$ cat config.mk
export PLATFORM = sky130hd
export DESIGN_NAME = debug_data_streamer
export DESIGN_NICKNAME = d
export VERILOG_FILES = /design/src/rtl/debug_data_streamer.sv
export SDC_FILE = /design/constraint.sdc
export NUM_CORES = 1
export LEC_CHECK = 0
export CELL_PAD_IN_SITES_DETAIL_PLACEMENT = 1
export CELL_PAD_IN_SITES_GLOBAL_PLACEMENT = 2
export CORE_AREA = 2 2 367 369
export DETAILED_ROUTE_END_ITERATION = 6
export DIE_AREA = 0 0 369 371
export HOLD_SLACK_MARGIN = 0.12
export PLACE_DENSITY_LB_ADDON = 0.1
export SLEW_MARGIN = 20
export SYNTH_ARGS = -nofsm -noshare
export SYNTH_HDL_FRONTEND = slang
export SYNTH_SLANG_ARGS = --single-unit
$ cat constraint.sdc
create_clock -name i_clock -period 5.1 [get_ports i_clock]
set_input_delay 1.53 -clock i_clock [delete_from_list [all_inputs] [get_ports i_clock]]
set_output_delay 1.53 -clock i_clock [all_outputs]
set_load 0.005 [all_outputs]
$ cat src/rtl/debug_data_streamer.sv
// Debug data streamer: captures a register, memory word, PC or latch strip on request
// and shifts it out MSB-first as NB_FRAME-wide frames followed by a one-cycle end-of-data
// pulse. Define DEBUG_STREAM_COMPACT_EN to emit single-word sources as one frame only.
module debug_data_streamer #(
  parameter int NB_FRAME = 32,
  parameter int N_FRAMES = 3
) (
  input  logic                         i_clock,
  input  logic                         i_reset,
  input  logic [5:0]                   i_request_select,
  input  logic [NB_FRAME-1:0]          i_reg_data,
  input  logic [NB_FRAME-1:0]          i_pc,
  input  logic [NB_FRAME-1:0]          i_data_mem_data,
  input  logic [NB_FRAME-1:0]          i_instr_mem_data,
  input  logic [8*NB_FRAME*N_FRAMES-1:0] i_latch_bus,
  output logic [4:0]                   o_reg_addr,
  output logic [NB_FRAME-1:0]          o_frame,
  output logic                         o_eod,
  output logic                         o_busy
);

  localparam int NB_STRIP = NB_FRAME * N_FRAMES;
  localparam int CW = (N_FRAMES > 1) ? $clog2(N_FRAMES) : 1;
  localparam logic [CW-1:0] LAST = CW'(N_FRAMES - 1);

`ifdef DEBUG_STREAM_COMPACT_EN
  localparam bit COMPACT = 1'b1;
`else
  localparam bit COMPACT = 1'b0;
`endif

  typedef enum logic [1:0] {IDLE, STREAM, EOD} state_t;

  state_t              state, state_next;
  logic [CW-1:0]       count, count_next;
  logic [NB_STRIP-1:0] buffer, buffer_next;
  logic [NB_FRAME-1:0] frame_next;
  logic                eod_next;
  logic                single, single_next;

  logic                req, src_valid, src_single;
  logic [NB_STRIP-1:0] load;
  logic [3:0]          latch_idx;

  assign o_reg_addr = i_request_select[5] ? 5'd0 : i_request_select[4:0];
  assign o_busy     = (state != IDLE);

  // Source decode: single words are left-aligned in the strip so frame 0 carries them.
  always_comb begin
    req        = (i_request_select != 6'h3F);
    src_valid  = 1'b0;
    src_single = 1'b0;
    load       = '0;
    latch_idx  = i_request_select[3:0] - 4'd4;
    if (!i_request_select[5]) begin
      src_valid  = 1'b1;
      src_single = 1'b1;
      load       = NB_STRIP'(i_reg_data) << (NB_STRIP - NB_FRAME);
    end else if (!i_request_select[4]) begin
      case (i_request_select[3:0])
        4'd0: begin
          src_valid  = 1'b1;
          src_single = 1'b1;
          load       = NB_STRIP'(i_data_mem_data) << (NB_STRIP - NB_FRAME);
        end
        4'd1: begin
          src_valid  = 1'b1;
          src_single = 1'b1;
          load       = NB_STRIP'(i_instr_mem_data) << (NB_STRIP - NB_FRAME);
        end
        4'd2: begin
          src_valid  = 1'b1;
          src_single = 1'b1;
          load       = NB_STRIP'(i_pc) << (NB_STRIP - NB_FRAME);
        end
        4'd4, 4'd5, 4'd6, 4'd7, 4'd8, 4'd9, 4'd10, 4'd11: begin
          src_valid = 1'b1;
          for (int k = 0; k < 8; k++) begin
            if (latch_idx[2:0] == 3'(k)) load = i_latch_bus[k*NB_STRIP +: NB_STRIP];
          end
        end
        default: src_valid = 1'b0;
      endcase
    end
  end

  // o_frame always shows the head frame; buffer holds the frames still to come.
  always_comb begin
    state_next  = state;
    count_next  = count;
    buffer_next = buffer;
    frame_next  = '0;
    eod_next    = 1'b0;
    single_next = single;
    case (state)
      IDLE: begin
        if (req) begin
          if (src_valid) begin
            state_next  = STREAM;
            count_next  = '0;
            frame_next  = load[NB_STRIP-1 -: NB_FRAME];
            buffer_next = load << NB_FRAME;
            single_next = src_single;
          end else begin
            state_next = EOD;
            eod_next   = 1'b1;
          end
        end
      end
      STREAM: begin
        if (count == LAST || (COMPACT && single)) begin
          state_next = EOD;
          eod_next   = 1'b1;
        end else begin
          count_next  = count + CW'(1);
          frame_next  = buffer[NB_STRIP-1 -: NB_FRAME];
          buffer_next = buffer << NB_FRAME;
        end
      end
      EOD: state_next = IDLE;
      default: state_next = IDLE;
    endcase
  end

  always_ff @(posedge i_clock) begin
    if (!i_reset) begin
      state   <= IDLE;
      count   <= '0;
      buffer  <= '0;
      single  <= 1'b0;
      o_frame <= '0;
      o_eod   <= 1'b0;
    end else begin
      state   <= state_next;
      count   <= count_next;
      buffer  <= buffer_next;
      single  <= single_next;
      o_frame <= frame_next;
      o_eod   <= eod_next;
    end
  end

endmodule

==> results.py <==
metrics = {
    "clock_network": {
        "post_cts_buffers": 0,
        "clock_path_buffers": 2,
        "cts.sinks": 101,
        "cts-root-buf": "clkbuf_16",
        "post_cts_resized": 0,
        "cts_hold_buf": 0,
        "cts_tree": "yes",
        "tritoncts.num_buffers": 9,
        "clk_pin_slew_worst_paths_ns": 0.09,
        "clock_latency_ns": 0.40,
        "htreeDepth": 3,
    },
    "layout": {
        "drive_gt1_frac": 0.0972,
        "synthToLayoutAreaGrowth_pct": 99.6,
        "layout.nets": 3122,
    },
    "route": {
        "num_vias": 15200,
        "wl_per_cell_um": 28.2,
        "antenna_left": 0,
        "drt_iter0_markers": 540,
        "routed_via_density": 3.80,
        "firstDrtPassIters": 4,
        "wl_mm": 113,
        "drc": 0,
    },
    "critical_path": {
        "r2r_slack_ns": 2.29,
        "end_kind": "primary output",
        "critPathRequiredTime_ns": 3.57,
        "crit_type": "primary input to primary output",
        "cp.arrival_ns": 3.07,
        "cp-start-kind": "primary input",
        "cp_max_fo": 6,
    },
    "synthesis": {
        "syn_inst": 1367,
        "yosys_warnings": 0,
        "synth_largest_area_cell": "dfxtp_1",
        "async_flop_share": 0,
        "synth_cell_type_count": 55,
        "synth_flop_cell": "dfxtp_1",
        "synth_area_um2": 11700,
        "yosys-top-cells-area": "dfxtp_1, mux4_2, mux2i_1",
        "ys_seq_area_frac": 0.173,
        "yosys.area.top_type_share": 0.173,
        "syn_avg_cell_area_um2": 8.54,
        "synth_edf_count": 0,
        "ys_seq_elements": 101,
        "synth_fp_nets": 2272,
    },
    "power_and_ir_drop": {
        "p_total_mw": 3.47,
        "powerDensity_nw_per_um2": 149,
        "ir_drop_v": 0.000144,
        "p_leak_nw": 7.81,
    },
    "global_routing": {
        "grt-ovfl-total": 0,
        "grt_first_pass_wirelength_mm": 148,
        "grt_usage": 0.158,
        "use_met1": 0.176,
        "use_met3": 0.0343,
        "grt_max_degree": 116,
        "grt_pass1_vias": 17300,
        "antenna_found_initial": 37,
        "use_met2": 0.308,
        "top_usage_layer": "met2",
    },
    "floorplan": {
        "dieHeight_um": 371,
        "rows": 134,
        "ios": 943,
        "die-area_um2": 137000,
        "die_w_um": 369,
        "core_um2": 133000,
        "start_util": 0.0879,
    },
    "sta": {
        "rsz0062_at_grt": "false",
        "min_period_ns": 4.60,
        "finalMaxSlewViolations": 0,
        "setup-violations-final": 0,
        "finalHoldViolCount": 0,
        "fmax_mhz": 217,
        "finalSetupTns_ns": 0,
        "post-route-period-util": 0.903,
        "relSlewSlack": 0.325,
        "worst_pin_slew_ns": 1.01,
        "finClkSkew_ns": 0.0181,
    },
    "place": {
        "hpwl_mm": 95.3,
        "finalWeightedCongestion": 0.776,
        "portBuffers": 942,
    },
    "run_status": {
        "outcome": "complete, no violations",
    },
    "job": {
        "drv_cap": 0,
    },
    "min_path": {
        "holdCritPathClass": "flop to flop",
    },
}
==> layout by cell type (no fill, tap or decap), drive strengths merged, types with 5 or more instances in the layout <==
cell type	instances
nand2	114
nand2b	23
nor2	81
mux2	42
o211ai	23
o2111ai	17
diode	16
a211oi	5
a41oi	18
o32ai	23
o22ai	32
o221ai	48
clkbuf	9
mux2i	161
o21ai	89
nand3	60
nor2b	31
o2bb2ai	31
and3	9
inv	12
a2bb2oi	11
o21a	20
a31oi	32
mux4	79
clkdlybuf4s50	937
a21oi	106
dfxtp	101
buf	55
a22oi	15
==> worst paths after layout <==
| kind | from | to | cells after the start |
|---|---|---|---|
| worst max-delay path | i_request_select[4] | o_reg_addr[4] | 4 |
| worst min-delay path | buffer[55]$_SDFFE_PN0P_ | buffer[55]$_SDFFE_PN0P_ | 1 |
| worst max register to register | state[1]$_SDFFE_PN0P_ | o_frame[17]$_SDFF_PN0_ | 5 |
| worst min register to register | buffer[55]$_SDFFE_PN0P_ | buffer[55]$_SDFFE_PN0P_ | 1 |
==> through the flow <==
stage | hold slack [ns] | util | setup WS [ns] | area (um2) | cells
after floorplan | 0.427 | - | 1.11 | 11700 | 1367
after global placement | 0.445 | 0.173 | 0.314 | 22900 | 3974
after detailed placement | 0.446 | 0.173 | 0.400 | 22900 | 3974
after CTS | 0.475 | 0.175 | 0.397 | 23300 | 3990
after global routing | 0.489 | 0.175 | 0.364 | 23300 | 3999
final | 0.469 | 0.175 | 0.495 | 23300 | 4006
==> sequential cells by signal, summed over array words and instances (netlist names) <==
register	count
state	2
count	2
buffer	64
o_frame	32
o_eod	1
==> cell usage after synthesis, types with 3 or more instances <==
cell type / n
nor2_1: 80
mux4_2: 79
a21oi_1: 106
or2_2: 3
o22ai_1: 32
buf_6: 18
nand2_1: 114
a2bb2oi_1: 11
inv_1: 4
buf_2: 55
a211oi_1: 4
a31oi_1: 32
o2111ai_1: 17
buf_1: 6
a22o_1: 4
o21ai_1: 3
a22oi_1: 15
and2_1: 3
o2bb2ai_1: 31
and3_1: 9
o32ai_1: 23
a41oi_1: 18
nand3b_1: 4
mux2_2: 42
a21boi_0: 4
o21ai_0: 84
o21a_1: 20
buf_4: 19
dfxtp_1: 101
nand2b_1: 23
mux2i_1: 161
clkbuf_1: 53
o221ai_1: 48
nand3_1: 60
nor2b_1: 30
o211ai_1: 23
==> worst max-delay path, cell delays in order <==
cell and delay [ns]:
clkdlybuf4s50_1 0.69, inv_1 0.11, nor2_1 0.20, clkdlybuf4s50_1 0.54
==> final cells by class <==
| cell class | count | area, um2 |
|---|---|---|
| fill | 15600 | 109000 |
| timing repair buffer | 992 | 9860 |
| multi-input combinational | 1107 | 8830 |
| tap | 1768 | 2210 |
| sequential | 101 | 2020 |
| clock buffer | 9 | 225 |
| clock inverter | 7 | 81.3 |
| antenna | 16 | 40.0 |
| inverter | 6 | 25.0 |
==> power by group <==
part	internal [mW]	switching, mW	leakage [nW]	total, mW
Clock	0.359	0.476	0.151	0.834
Combinational	0.991	0.744	6.83	1.74
Sequential	0.834	0.0660	0.823	0.900
==> routing by layer <==
layer  up-vias  share of wire
met3        71          0.054
met4        22          0.013
met2       536           0.54
met5         -         0.0011
li1       7094              -
met1      7496           0.39
==> cells by family after synthesis <==
group,count (synthesis),share of synthesized area
AO/OA/AOI/OAI,487,0.283
AND/OR/NAND/NOR,337,0.135
multiplexers,282,0.331
buffers and inverters,159,0.0767
flip-flops,101,0.173
adder cells (fa/ha/maj),1,0.00107
Note: power is estimated with default switching activity, not from simulation.
